==> config.mk <==
export PLATFORM = sky130hd
export DESIGN_NAME = fetch_unit
export DESIGN_NICKNAME = d
export VERILOG_FILES = /design/src/rtl/rv_pkg.sv /design/src/rtl/fetch_queue.sv /design/src/rtl/fetch_unit.sv
export SDC_FILE = /design/constraint.sdc
export NUM_CORES = 1
export LEC_CHECK = 0
export BUFFER_PORTS_ARGS = -buffer_cell sky130_fd_sc_hd__clkbuf_2
export CAP_MARGIN = 5
export CORE_MARGIN = 8
export CORE_UTILIZATION = 27
export CTS_CLUSTER_DIAMETER = 200
export CTS_CLUSTER_SIZE = 8
export DETAILED_ROUTE_END_ITERATION = 8
export SYNTH_ARGS = -nofsm -noshare
export SYNTH_HDL_FRONTEND = slang
export SYNTH_SLANG_ARGS = --single-unit
==> constraint.sdc <==
create_clock -name clk -period 11.2 [get_ports clk]
set_input_delay 0.56 -clock clk [delete_from_list [all_inputs] [get_ports clk]]
set_output_delay 0.56 -clock clk [all_outputs]
set_load 0.01 [all_outputs]
==> src/rtl/rv_pkg.sv <==
// Shared constants and the fetch slot record used by the fetch stage.
// No logic; imported by fetch_queue and fetch_unit.
package rv_pkg;

    localparam logic [31:0] RESET_PC_DEFAULT = 32'h0000_0000;
    localparam logic [31:0] INSTR_NOP        = 32'h0000_0013;

    typedef struct packed {
        logic [31:0] pc;
        logic [31:0] instr;
        logic        filled;
    } fetch_slot_t;

endpackage

==> src/rtl/fetch_queue.sv <==
// Circular buffer of fetch slots: reserve at tail, fill oldest pending, pop head, flush.
// Latency: a fill aimed at the head is visible on head_* in the same cycle; no backpressure, caller checks count.
module fetch_queue
    import rv_pkg::*;
#(
    parameter int DEPTH = 2
) (
    input  logic                     clk,
    input  logic                     rst_n,
    input  logic                     flush,
    input  logic                     rsv_en,
    input  logic [31:0]              rsv_pc,
    input  logic                     fill_en,
    input  logic [31:0]              fill_instr,
    input  logic                     pop_en,
    output logic [$clog2(DEPTH):0]   count,
    output logic [$clog2(DEPTH):0]   pend,
    output logic                     head_ready,
    output logic [31:0]              head_pc,
    output logic [31:0]              head_instr
);

    localparam int AW = $clog2(DEPTH);
    localparam logic [AW:0] PTR_ONE = (AW + 1)'(1);

    fetch_slot_t slots [DEPTH];
    logic [AW:0] head_q, tail_q, fill_q;
    logic        fill_hits_head;

    assign count = tail_q - head_q;
    assign pend  = tail_q - fill_q;

    // A pending head being filled this cycle is forwarded so the consumer sees it without a bubble.
    assign fill_hits_head = fill_en && (fill_q == head_q);
    assign head_pc        = slots[head_q[AW-1:0]].pc;
    assign head_instr     = fill_hits_head ? fill_instr : slots[head_q[AW-1:0]].instr;
    assign head_ready     = (count != '0) && (slots[head_q[AW-1:0]].filled || fill_hits_head);

    always_ff @(posedge clk or negedge rst_n) begin
        if (!rst_n) begin
            head_q <= '0;
            tail_q <= '0;
            fill_q <= '0;
            for (int i = 0; i < DEPTH; i++) begin
                slots[i] <= '0;
            end
        end else if (flush) begin
            head_q <= '0;
            tail_q <= '0;
            fill_q <= '0;
        end else begin
            if (rsv_en) begin
                slots[tail_q[AW-1:0]].pc     <= rsv_pc;
                slots[tail_q[AW-1:0]].filled <= 1'b0;
                tail_q                       <= tail_q + PTR_ONE;
            end
            if (fill_en) begin
                slots[fill_q[AW-1:0]].instr  <= fill_instr;
                slots[fill_q[AW-1:0]].filled <= 1'b1;
                fill_q                       <= fill_q + PTR_ONE;
            end
            if (pop_en) begin
                head_q <= head_q + PTR_ONE;
            end
        end
    end

endmodule

==> src/rtl/fetch_unit.sv <==
// Instruction fetch: owns the PC, issues word fetches, buffers in-order responses, hands {instr, pc} to decode.
// Latency: request to inst_valid_o is 2 cycles with 1-cycle memory; requests stop when slots are exhausted, decode stalls hold the head.
module fetch_unit
    import rv_pkg::*;
#(
    parameter logic [31:0] RESET_PC = RESET_PC_DEFAULT,
    parameter int          DEPTH    = 2
) (
    input  logic        clk,
    input  logic        rst_n,
    input  logic        redirect_valid_i,
    input  logic [31:0] redirect_pc_i,
    output logic        imem_req_valid_o,
    input  logic        imem_req_ready_i,
    output logic [31:0] imem_req_addr_o,
    input  logic        imem_rsp_valid_i,
    input  logic [31:0] imem_rsp_data_i,
    output logic        inst_valid_o,
    input  logic        inst_ready_i,
    output logic [31:0] inst_o,
    output logic [31:0] inst_pc_o
);

    localparam int CW = $clog2(DEPTH) + 1;
    localparam int DW = $clog2(2 * DEPTH + 1) + 1;
    localparam logic [DW-1:0] SLOTS = DW'(DEPTH);
    localparam logic [DW-1:0] LIMIT = DW'(2 * DEPTH);

    localparam logic [0:0] ST_IDLE = 1'b0;
    localparam logic [0:0] ST_REQ  = 1'b1;

    logic [0:0]    state_q, state_d;
    logic [31:0]   pc_q, pc_d;
    logic [DW-1:0] drop_q, drop_d, cnt_d;
    logic          inst_valid_q;
    logic [31:0]   inst_q, inst_pc_q;

    logic [CW-1:0] q_count, q_pend;
    logic          q_head_ready;
    logic [31:0]   q_head_pc, q_head_instr;
    logic          req_acc, rsv_en, rsp_keep, out_free, pop_en;

    assign imem_req_valid_o = (state_q == ST_REQ);
    assign imem_req_addr_o  = pc_q;

    assign req_acc  = imem_req_valid_o && imem_req_ready_i;
    assign rsv_en   = req_acc && !redirect_valid_i;
    assign rsp_keep = imem_rsp_valid_i && (drop_q == '0) && !redirect_valid_i;
    assign out_free = !inst_valid_q || inst_ready_i;
    assign pop_en   = out_free && q_head_ready && !redirect_valid_i;

    fetch_queue #(.DEPTH(DEPTH)) u_queue (
        .clk        (clk),
        .rst_n      (rst_n),
        .flush      (redirect_valid_i),
        .rsv_en     (rsv_en),
        .rsv_pc     (pc_q),
        .fill_en    (rsp_keep),
        .fill_instr (imem_rsp_data_i),
        .pop_en     (pop_en),
        .count      (q_count),
        .pend       (q_pend),
        .head_ready (q_head_ready),
        .head_pc    (q_head_pc),
        .head_instr (q_head_instr)
    );

    always_comb begin
        pc_d   = pc_q;
        drop_d = drop_q;
        cnt_d  = DW'(q_count);
        if (redirect_valid_i) begin
            pc_d   = redirect_pc_i & 32'hFFFF_FFFC;
            cnt_d  = '0;
            // Everything still owed by memory, including an accept this cycle, minus a response arriving now.
            drop_d = drop_q + DW'(q_pend) + DW'(req_acc) - DW'(imem_rsp_valid_i);
        end else begin
            if (req_acc) begin
                pc_d = pc_q + 32'd4;
            end
            if (imem_rsp_valid_i && (drop_q != '0)) begin
                drop_d = drop_q - DW'(1);
            end
            cnt_d = DW'(q_count) + DW'(rsv_en) - DW'(pop_en);
        end
        // Outstanding discards also throttle issue so they stay bounded across back-to-back redirects.
        state_d = ((cnt_d < SLOTS) && ((cnt_d + drop_d) < LIMIT)) ? ST_REQ : ST_IDLE;
    end

    always_ff @(posedge clk or negedge rst_n) begin
        if (!rst_n) begin
            state_q      <= ST_IDLE;
            pc_q         <= RESET_PC;
            drop_q       <= '0;
            inst_valid_q <= 1'b0;
            inst_q       <= INSTR_NOP;
            inst_pc_q    <= '0;
        end else begin
            state_q <= state_d;
            pc_q    <= pc_d;
            drop_q  <= drop_d;
            if (redirect_valid_i) begin
                inst_valid_q <= 1'b0;
            end else if (out_free) begin
                inst_valid_q <= q_head_ready;
                if (q_head_ready) begin
                    inst_q    <= q_head_instr;
                    inst_pc_q <= q_head_pc;
                end
            end
            assert (!(imem_rsp_valid_i && (drop_q == '0) && (q_pend == '0)));
            assert ((DW'(q_count) + drop_q) <= LIMIT);
        end
    end

    assign inst_valid_o = inst_valid_q;
    assign inst_o       = inst_valid_q ? inst_q : INSTR_NOP;
    assign inst_pc_o    = inst_valid_q ? inst_pc_q : 32'h0;

endmodule

==> summary.txt <==
outcome: complete, no violations
Logic pwr share: 27.3%
RR Startpoint: u_queue.head_q[0]
RSZ-0062 raised after global routing: false
Crit Path Class: reg -> reg
Final WS setup: 6700 ps
Leak: 6.22 nW
Final Setup Violations: 0
CTS clk-pin slew, worst paths: 60 ps
Register-to-Register Setup Slack: 6700 ps
I/O pin total: 168
Post-CTS Setup Bufs: 0
hold buffers post-CTS: 0
CTS Buf Count: 34
maximum capacitance violations: 0
Setup crit start: u_queue.head_q[0]
chip height: 219 um
TNS Setup: 0 ps
Vias: 7796
PortBufs: 161
Setup Skew: 22.8 ps
largest net degree at the start of global routing: 85
Worst R2R Path Depth: 15
Final Cycle Share: 40.2%
CP endpoint kind: flip-flop
Net Switching: 0.000936 W
final hold vios: 0
CTS tree: built
Post-DP HPWL: 18300 um
sequential share of power: 41.8%
sequential share of the synthesized area: 51.8%
Worst VDD drop: 0.0775 mV
share of layout cells above drive strength 1: 28.3%
dpl cell area: 12400 um^2
top_reg_cell synth: dfrtp_1
GRT overflow: 0
WP data arrival: 4870 ps
DIE AREA: 47900 um^2
initial antenna violation count: 0
ANT nets after route: 0
CTS sink cnt: 230
Total Routed Length: 28100 um
post-DR vias/cell: 4.61
Post-Place Worst Slack: 6350 ps
Filler cells: 4178
worst-path fanout max: 42
clock buffer depth: 3
Worst setup SP type: flip-flop
std cell rows: 74
area of the multi-input gates: 4970 um^2
Mapped Area: 11100 um^2
Gate Count Post-Synth: 1010
# diodes: 0
Design Power: 0.00297 W
Worst slew margin: 26.2%
flops & latches, synth: 230
count of pins over their slew limit: 0
Max Fclk: 222 MHz
Nets: 1241
global-route wire length before repair: 45100 um
overall routing resource usage: 11.7%
Placed Cells: 1649
Post-CTS Resized: 0
final instance area: 13300 um^2
clk root buf: clkbuf_16
initial DRC count: 326
H-Tree Depth: 2
asr flop ratio synth: 100%
vias in the first global route: 8195
FF+latch area: 5760 um^2
largest cells by area after synthesis: dfrtp_1 (51%), mux2_2 (10%), mux2i_1 (5.8%)
Starting Density: 27.3%
Synth Warn #: 0
non-filler instance count after layout: 1691
internal power: 0.00203 W
Critical Path RT: 11580 ps
minimum clock period: 4500 ps
area delta synth->final: 19.5%
HP Class: in -> async
worst setup path end: imem_req_valid_o
Mean Syn Cell Area: 11.0 um^2
drt wl/cell: 16.6 um
Synth top area share: 51.1%
Routability Congestion: 0.724
power per cell area: 224 nW/um^2
DRC Markers: 0
Pre-Repair DR Iteration Count: 4
Clock Power Share: 30.9%
Slew @ Worst Pin: 1110 ps
Core ar.: 40700 um^2
Die W: 219 um
Yosys cell types: 54
FF-to-FF End: imem_req_valid_o
Net Sw Frac: 31.5%
cell taking the most area after synthesis: dfrtp_1
Post-synth EDFFs: 0
clk_lat worst skew: 510 ps
[metrics by stage]
step / util (%) / hold slack (ps)
2_1_floorplan: - / 264
3_3_place_gp: 30.3 / 448
3_5_place_dp: 30.3 / 456
4_1_cts: 32.6 / 59.0
5_1_grt: 32.6 / 94.0
6_report: 32.6 / 59.0
[layout by cell type, fill, tap and decap left out, types with 5 or more instances in the layout]
master | synthesis | layout
and3_1 | 9 | 9
o21ai_1 | 108 | 108
o21ai_0 | 29 | 29
dfrtp_1 | 227 | 225
inv_1 | 21 | 21
nand3_1 | 12 | 12
clkbuf_2 | 0 | 160
xor2_1 | 14 | 14
clkbuf_16 | 0 | 35
and2_1 | 59 | 59
mux2_2 | 100 | 100
nor3_1 | 13 | 13
nand2b_1 | 8 | 8
mux2_1 | 19 | 19
nand2_1 | 147 | 146
clkbuf_1 | 25 | 5
mux2i_1 | 64 | 64
xnor2_1 | 29 | 29
nor2_1 | 16 | 15
buf_4 | 7 | 8
a21oi_1 | 6 | 6
ha_1 | 15 | 15
[metal layers]
metal / track usage, % / routed length, um / vias up
met5: 0 / 0 / -
met4: 2.96 / 515 / 0
met3: 3.32 / 1730 / 41
met2: 19.3 / 12900 / 181
met1: 14.9 / 12900 / 3844
li1: - / - / 3730
[Yosys cell counts (all sizes together), types with 2 or more instances]
master   number
nand4         7
nand2       148
and2         59
o211ai        2
or3           2
and4          3
clkbuf       25
a22oi         2
mux2        119
xnor2        29
dfstp         3
o2111ai       3
fa            3
xor2         14
nand2b        8
nand3        13
ha           15
and3          9
a21oi         6
nor4          6
nor2         16
o21ai       137
mux2i        64
nor3         14
inv          22
dfrtp       227
o21a          2
buf          40
[kinds of logic (layout without fill, tap and decap cells)]
family	count (synthesis)	count (layout)	share of synthesized area (%)
DFF	230	230	51.8
and+or+nand+nor	290	290	13.2
muxes	183	183	17.8
adders and majority gates	18	18	2.23
xor gates and xnor gates	44	44	3.59
buffers and inverters	88	234	3.75
AOI/OAI and AO/OA	156	156	7.57
other	1	4	0.0337
[worst max-delay path, stage by stage, from the launching register on]
cell       delay [ps]
dfrtp_4           770
o21ai_0           380
o2111ai_4         960
inv_2              40
ha_1              300
inv_1              40
ha_1              200
fa_1              380
xnor2_1           210
nor2_1             70
ha_1              300
nand2b_1          170
a22oi_1           130
nor3_1             80
o211ai_1          240
a21oi_1           100
[state kept, by name, summed over array words and instances, names as in the netlist]
signal            cells
imem_req_valid_o      1
inst_q               32
u_queue.tail_q        2
u_queue.fill_q        2
imem_req_addr_o      30
drop_q                4
inst_pc_q            30
u_queue.head_q        2
u_queue.slots       126
inst_valid_o          1
[power by group through the flow]
stage | logic [W] | clock network [W] | registers, W
after floorplan | 0.000647 | 0 | 0.00120
after global placement | 0.000801 | 0 | 0.00124
after detailed placement | 0.000824 | 0 | 0.00126
after CTS | 0.000829 | 0.000951 | 0.00124
after global routing | 0.000925 | 0.000985 | 0.00128
final | 0.000810 | 0.000917 | 0.00124
[worst min path at each step]
stage | startpoint | endpoint | cells past startpoint
floorplan | rst_n | drop_q[0] | 0
global placement | inst_q[0] | inst_q[0] | 2
detailed placement | inst_q[1] | inst_q[1] | 2
CTS | rst_n | u_queue.slots[73] | 1
global route | rst_n | u_queue.slots[73] | 1
finish | rst_n | u_queue.slots[8] | 1
[final cells by class]
| cell class | instances | area share, % |
|---|---|---|
| clock buffer | 41 | 6.84 |
| clock inverter | 1 | 0.0660 |
| inverter | 23 | 0.650 |
| multi-input combinational | 695 | 37.4 |
| sequential | 230 | 43.4 |
| tap | 532 | 5.01 |
| timing repair buffer | 169 | 6.60 |
Power figures use the tool's default switching activity.
